`src/rtl/conv_pkg.sv`:
```
// Shared definitions for the convolution MAC sequencer: FSM encoding,
// output-dimension formula and a counter-sizing helper.
package conv_pkg;

  typedef enum logic [2:0] {
    ST_IDLE,
    ST_LOAD,
    ST_MAC,
    ST_OUT,
    ST_DONE
  } state_t;

  function automatic int out_dim(input int img, input int ker, input int pad, input int stride);
    return (img - ker + 2 * pad) / stride + 1;
  endfunction

  // Bits needed to count 0..v-1, never less than one.
  function automatic int clog2(input int v);
    int r;
    r = 1;
    for (int i = 1; i < 31; i++) begin
      if ((1 << i) < v) r = i + 1;
    end
    return r;
  endfunction

endpackage

```
`src/rtl/conv_mac_unit.sv`:
```
// Signed multiply-accumulate: sum = acc + sext(a*b), acc registered.
// Clear has priority over enable; overflow wraps at acc_width.
module conv_mac_unit #(
  parameter int bitwidth  = 3,
  parameter int acc_width = 16
) (
  input  logic                        clk_en,
  input  logic                        rst,
  input  logic                        clr,
  input  logic                        en,
  input  logic signed [bitwidth-1:0]  a,
  input  logic signed [bitwidth-1:0]  b,
  output logic signed [acc_width-1:0] sum
);

  logic signed [2*bitwidth-1:0] prod;
  logic signed [acc_width-1:0]  acc;

  assign prod = (2*bitwidth)'(a) * (2*bitwidth)'(b);
  assign sum  = acc + acc_width'(prod);

  always_ff @(posedge clk_en) begin
    if (rst || clr) begin
      acc <= '0;
    end else if (en) begin
      acc <= sum;
    end
  end

endmodule

```
`src/rtl/conv_mac_seq.sv`:
```
// Walks output pixels in raster order, steps the kernel window row-major and
// emits one dot product per pixel; OUT holds until result_ready (K+2 cycles/result).
module conv_mac_seq
  import conv_pkg::*;
#(
  parameter int weight_width  = 2,
  parameter int weight_height = 2,
  parameter int img_width     = 4,
  parameter int img_height    = 4,
  parameter int padding       = 0,
  parameter int stride        = 1,
  parameter int bitwidth      = 3,
  parameter int acc_width     = 16,
  parameter int result_width  = out_dim(img_width, weight_width, padding, stride),
  parameter int result_height = out_dim(img_height, weight_height, padding, stride)
) (
  input  logic                        clk_en,
  input  logic                        rst,
  input  logic                        start,
  output logic                        conv_on,
  output logic [31:0]                 anchor_l,
  output logic [31:0]                 anchor_c,
  output logic [3:0]                  buf_l,
  output logic [3:0]                  buf_c,
  input  logic signed [bitwidth-1:0]  img_cal,
  input  logic signed [bitwidth-1:0]  wei_cal,
  output logic                        result_valid,
  input  logic                        result_ready,
  output logic signed [acc_width-1:0] result_data,
  output logic [15:0]                 result_l,
  output logic [15:0]                 result_c,
  output logic                        busy,
  output logic                        done
);

  localparam int CW = clog2((result_width > result_height) ? result_width : result_height);

  state_t                      state, state_nxt;
  logic [CW-1:0]               out_row, out_col;
  logic [3:0]                  k_l, k_c;
  logic                        k_last, k_row_end, col_last, row_last, hs;
  logic                        acc_clr, acc_en;
  logic signed [acc_width-1:0] acc_sum;

  assign k_row_end = (k_c == 4'(weight_width - 1));
  assign k_last    = k_row_end && (k_l == 4'(weight_height - 1));
  assign col_last  = (out_col == CW'(result_width - 1));
  assign row_last  = (out_row == CW'(result_height - 1));
  assign hs        = result_valid && result_ready;

  assign acc_clr = (state == ST_LOAD);
  assign acc_en  = (state == ST_MAC);

  conv_mac_unit #(
    .bitwidth (bitwidth),
    .acc_width(acc_width)
  ) u_mac (
    .clk_en(clk_en),
    .rst   (rst),
    .clr   (acc_clr),
    .en    (acc_en),
    .a     (img_cal),
    .b     (wei_cal),
    .sum   (acc_sum)
  );

  always_comb begin
    state_nxt = state;
    conv_on   = 1'b0;
    busy      = 1'b0;
    done      = 1'b0;
    case (state)
      ST_IDLE: if (start) state_nxt = ST_LOAD;
      ST_LOAD: begin
        conv_on   = 1'b1;
        busy      = 1'b1;
        state_nxt = ST_MAC;
      end
      ST_MAC: begin
        conv_on = 1'b1;
        busy    = 1'b1;
        if (k_last) state_nxt = ST_OUT;
      end
      ST_OUT: begin
        conv_on = 1'b1;
        busy    = 1'b1;
        if (hs) state_nxt = (row_last && col_last) ? ST_DONE : ST_LOAD;
      end
      ST_DONE: begin
        done      = 1'b1;
        state_nxt = ST_IDLE;
      end
      default: state_nxt = ST_IDLE;
    endcase
  end

  assign anchor_l = 32'(out_row) * 32'(stride);
  assign anchor_c = 32'(out_col) * 32'(stride);
  assign buf_l    = k_l;
  assign buf_c    = k_c;

  always_ff @(posedge clk_en) begin
    if (rst) begin
      state        <= ST_IDLE;
      out_row      <= '0;
      out_col      <= '0;
      k_l          <= '0;
      k_c          <= '0;
      result_valid <= 1'b0;
      result_data  <= '0;
      result_l     <= '0;
      result_c     <= '0;
    end else begin
      state <= state_nxt;
      if (state == ST_MAC) begin
        if (k_last) begin
          k_l          <= '0;
          k_c          <= '0;
          result_data  <= acc_sum;
          result_l     <= 16'(out_row);
          result_c     <= 16'(out_col);
          result_valid <= 1'b1;
        end else if (k_row_end) begin
          k_c <= '0;
          k_l <= k_l + 4'd1;
        end else begin
          k_c <= k_c + 4'd1;
        end
      end
      // Counters wrap to zero after the last pixel, so IDLE always restarts at (0,0).
      if (state == ST_OUT && hs) begin
        result_valid <= 1'b0;
        if (col_last) begin
          out_col <= '0;
          out_row <= row_last ? '0 : out_row + 1'b1;
        end else begin
          out_col <= out_col + 1'b1;
        end
      end
    end
  end

endmodule
```
`config.mk`:
```
export PLATFORM = sky130hd
export DESIGN_NAME = conv_mac_seq
export DESIGN_NICKNAME = d
export VERILOG_FILES = /design/src/rtl/conv_pkg.sv /design/src/rtl/conv_mac_unit.sv /design/src/rtl/conv_mac_seq.sv
export SDC_FILE = /design/constraint.sdc
export NUM_CORES = 1
export LEC_CHECK = 0
export BUFFER_PORTS_ARGS = -buffer_cell sky130_fd_sc_hd__buf_2
export CELL_PAD_IN_SITES_DETAIL_PLACEMENT = 2
export CELL_PAD_IN_SITES_GLOBAL_PLACEMENT = 2
export CORE_MARGIN = 5
export CORE_UTILIZATION = 27
export CTS_CLUSTER_SIZE = 10
export DETAILED_ROUTE_END_ITERATION = 16
export PLACE_DENSITY_LB_ADDON = 0.15
export SLEW_MARGIN = 0
export SYNTH_ARGS = -nofsm -noshare
export SYNTH_HDL_FRONTEND = slang
export SYNTH_HIERARCHICAL = 1
export SYNTH_SLANG_ARGS = --single-unit
```
`constraint.sdc`:
```
create_clock -name clk_en -period 3.65 [get_ports clk_en]
set_input_delay 0.1825 -clock clk_en [delete_from_list [all_inputs] [get_ports clk_en]]
set_output_delay 0.1825 -clock clk_en [all_outputs]
set_load 0.1 [all_outputs]
```
==> reports/metrics.yaml <==
outcome: "completed"
routed.top_layer: "met4"
die-area_um2: 18720
vias: 3505
worstPathMaxFanout: 3
most-common-layout-cells: "88 x conb_1, 58 x nand2_1, 52 x dfxtp_1"
ys_seq_elements: 52
setup_viol_count_final: 0
end_kind: "flop"
hold_violations: 0
start_util_pct: 27.43
worstMarginPinSlew_ns: 0.9656
syn_to_final_growth_pct: 13.17
startpoint_type: "primary input"
drt-total-wl_um: 12570
die_h_um: 136.8
overflow: 0
synthSimpleGateAreaFrac_pct: 18.18
place_hpwl_um: 9629
rsz0062_at_grt: "yes"
wl_per_cell_um: 15.54
total_power_uw: 2883
drtAntennaViolNets: 0
power.density_nw_per_um2: 586.8
grt_pass1_vias: 3973
clkTransAtPathRegs_ns: 0.08
cts_max_level: 2
clock_latency_ns: 0.30
synth_edf_count: 0
synth_area_um2: 4342
core_um2: 15830
async_flop_share_pct: 0
ir_drop_uv: 189.7
wl_met3_um: 333
min_path_type: "in2reg"
cts_buffers: 5
timing.final.crit_share_pct: 96.33
drtPass1Iterations: 4
path_class: "in2reg"
final_max_slew_viol_count: 0
syn-instance-count: 524
period_minus_slack_ns: 3.516
antenna_found_initial: 0
drive_above_1_share_pct: 22.09
clockRootBuffer: "clkbuf_16"
synth_fa_ha_area_share_pct: 17.35
fmax_mhz: 284.4
diodes: 0
p_leak_uw: 0.002345
routed-wl-met2_um: 6667
crit_required_ns: 3.79
worstPathArrival_ns: 3.66
nFillCells: 1874
nets: 652
grt_start_max_net_pins: 39
wl_met1_um: 5384
drtIter0Drc: 85
viasPerCell: 4.333
io_pins: 134
mostFrequentLayoutCell: "conb_1"
place.gp.congestion: 0.7568
synth_xor_area_share_pct: 3.746
numPortBuffers: 45
tritoncts: "built"
fp.dieW_um: 136.8
muxShareOfSynthArea_pct: 2.334
drc_errors: 0
grt_pass1_wl_um: 20290
ys.flop_type: "dfxtp_1"
syn_avg_cell_area_um2: 8.286
ys_types: 62
ys_warn_count: 6
synth_compound_area_share_pct: 11.50
row_count: 46
clkSinkCount: 52
cts_hold_buffers: 0
slew_headroom_pct: 35.39
drv_cap: 0
gr-usage-all-layers_pct: 13.73
hold_slack_ns: 0.3613
seq_area_frac_synth_pct: 23.98
clk_path_buf_depth: 2
skew_ns: 0.006832
synth_top_family_by_area: "buffers and inverters"
## layout make-up
| class | instances | area, um2 | area share, % |
|---|---|---|---|
| inverter | 49 | 183.9 | 3.743 |
| clock buffer | 5 | 125.1 | 2.546 |
| timing repair buffer | 87 | 565.5 | 11.51 |
| clock inverter | 3 | 22.52 | 0.4584 |
| sequential | 52 | 1041 | 21.19 |
| multi-input combinational | 397 | 2705 | 55.05 |
| tap | 216 | 270.3 | 5.500 |
## routing by layer
layer,up-vias,track usage [%]
met1,1737,16.72
li1,1686,-
met5,-,0
met3,11,1.838
met2,71,25.41
met4,0,3.381
## cells by family (layout without fill, tap and decap cells)
logic type | count (synthesis) | in the layout
compound gates | 73 | 73
xor+xnor | 17 | 17
fa+ha+maj | 50 | 50
buf+inv | 162 | 144
flops | 52 | 52
mux | 10 | 10
other cells | 1 | 88
simple gates | 159 | 159
## power by group
part	switching (uW)	internal, uW	leakage, uW
logic	1180	531	0.00185
clock network	248	258	0.0000742
registers	48.8	620	0.000420
total	1470	1410	0.00235
## per-stage QoR
step	TNS (ns)	instance area [um2]	instances	worst slack, ns	utilization (%)
after floorplan	0	4668	611	0.05030	-
after global placement	-1.000	4682	799	-0.1526	29.58
after detailed placement	-3.023	4682	799	-0.3079	29.58
after CTS	0	4833	807	0.005930	30.54
after global routing	-0.09687	4913	809	-0.03933	31.04
final	0	4913	809	0.1340	31.04
## cell usage after synthesis (3+ instances only)
master | count | area share, %
xor2_1 | 6 | 1.2
buf_4 | 92 | 16
and3_1 | 3 | 0.43
a21oi_1 | 27 | 3.1
o21ai_1 | 4 | 0.46
a31oi_1 | 4 | 0.58
nand2b_1 | 4 | 0.58
or3_1 | 5 | 0.72
nor3_2 | 3 | 0.69
nor3_1 | 7 | 0.81
xnor2_1 | 10 | 2.0
nor2b_1 | 3 | 0.43
or4_1 | 3 | 0.52
nand2_1 | 59 | 5.1
fa_1 | 17 | 7.8
mux2i_1 | 9 | 2.1
nor2_1 | 28 | 2.4
ha_1 | 33 | 9.5
dfxtp_1 | 52 | 24
o21ai_0 | 3 | 0.35
a21oi_2 | 10 | 2.0
inv_1 | 48 | 4.1
nand4_1 | 3 | 0.43
nand3_1 | 18 | 2.1
a211o_1 | 3 | 0.61
clkbuf_1 | 9 | 0.78
buf_2 | 6 | 0.69
and2_1 | 7 | 1.0
buf_6 | 4 | 1.0
nor3b_1 | 4 | 0.69
## worst max-delay path: stages
cell and delay, ns:
buf_2 0.12, nand2b_4 0.14, fa_1 0.53, inv_1 0.05, fa_1 0.47, fa_1 0.42
ha_1 0.29, a21o_1 0.20, and4_4 0.20, o211a_1 0.24, or4_1 0.53, and2_1 0.18
nand2_1 0.05, a21oi_1 0.06
## worst paths after layout
path | startpoint | endpoint | slack, ns | depth (start not counted)
max | img_cal[0] | result_data[13] | 0.13 | 14
min | result_ready | state[1] | 0.36 | 3
max reg2reg | u_mac/acc[9] | result_data[15] | 0.50 | 13
min reg2reg | result_data[8] | result_data[8] | 0.46 | 2
## state kept, by name, summed over array words and instances, names as in the netlist
register	count
result_c	2
out_row	2
buf_c	4
result_data	16
buf_l	4
result_l	2
out_col	2
u_mac/acc	16
result_valid	1
state	3
## timing repair
item,in CTS,in global routing
gates resized for setup,1,16
setup endpoints to repair,1,11
setup buffers,0,2
pin swaps,0,8
(Power assumes the default switching activity.)
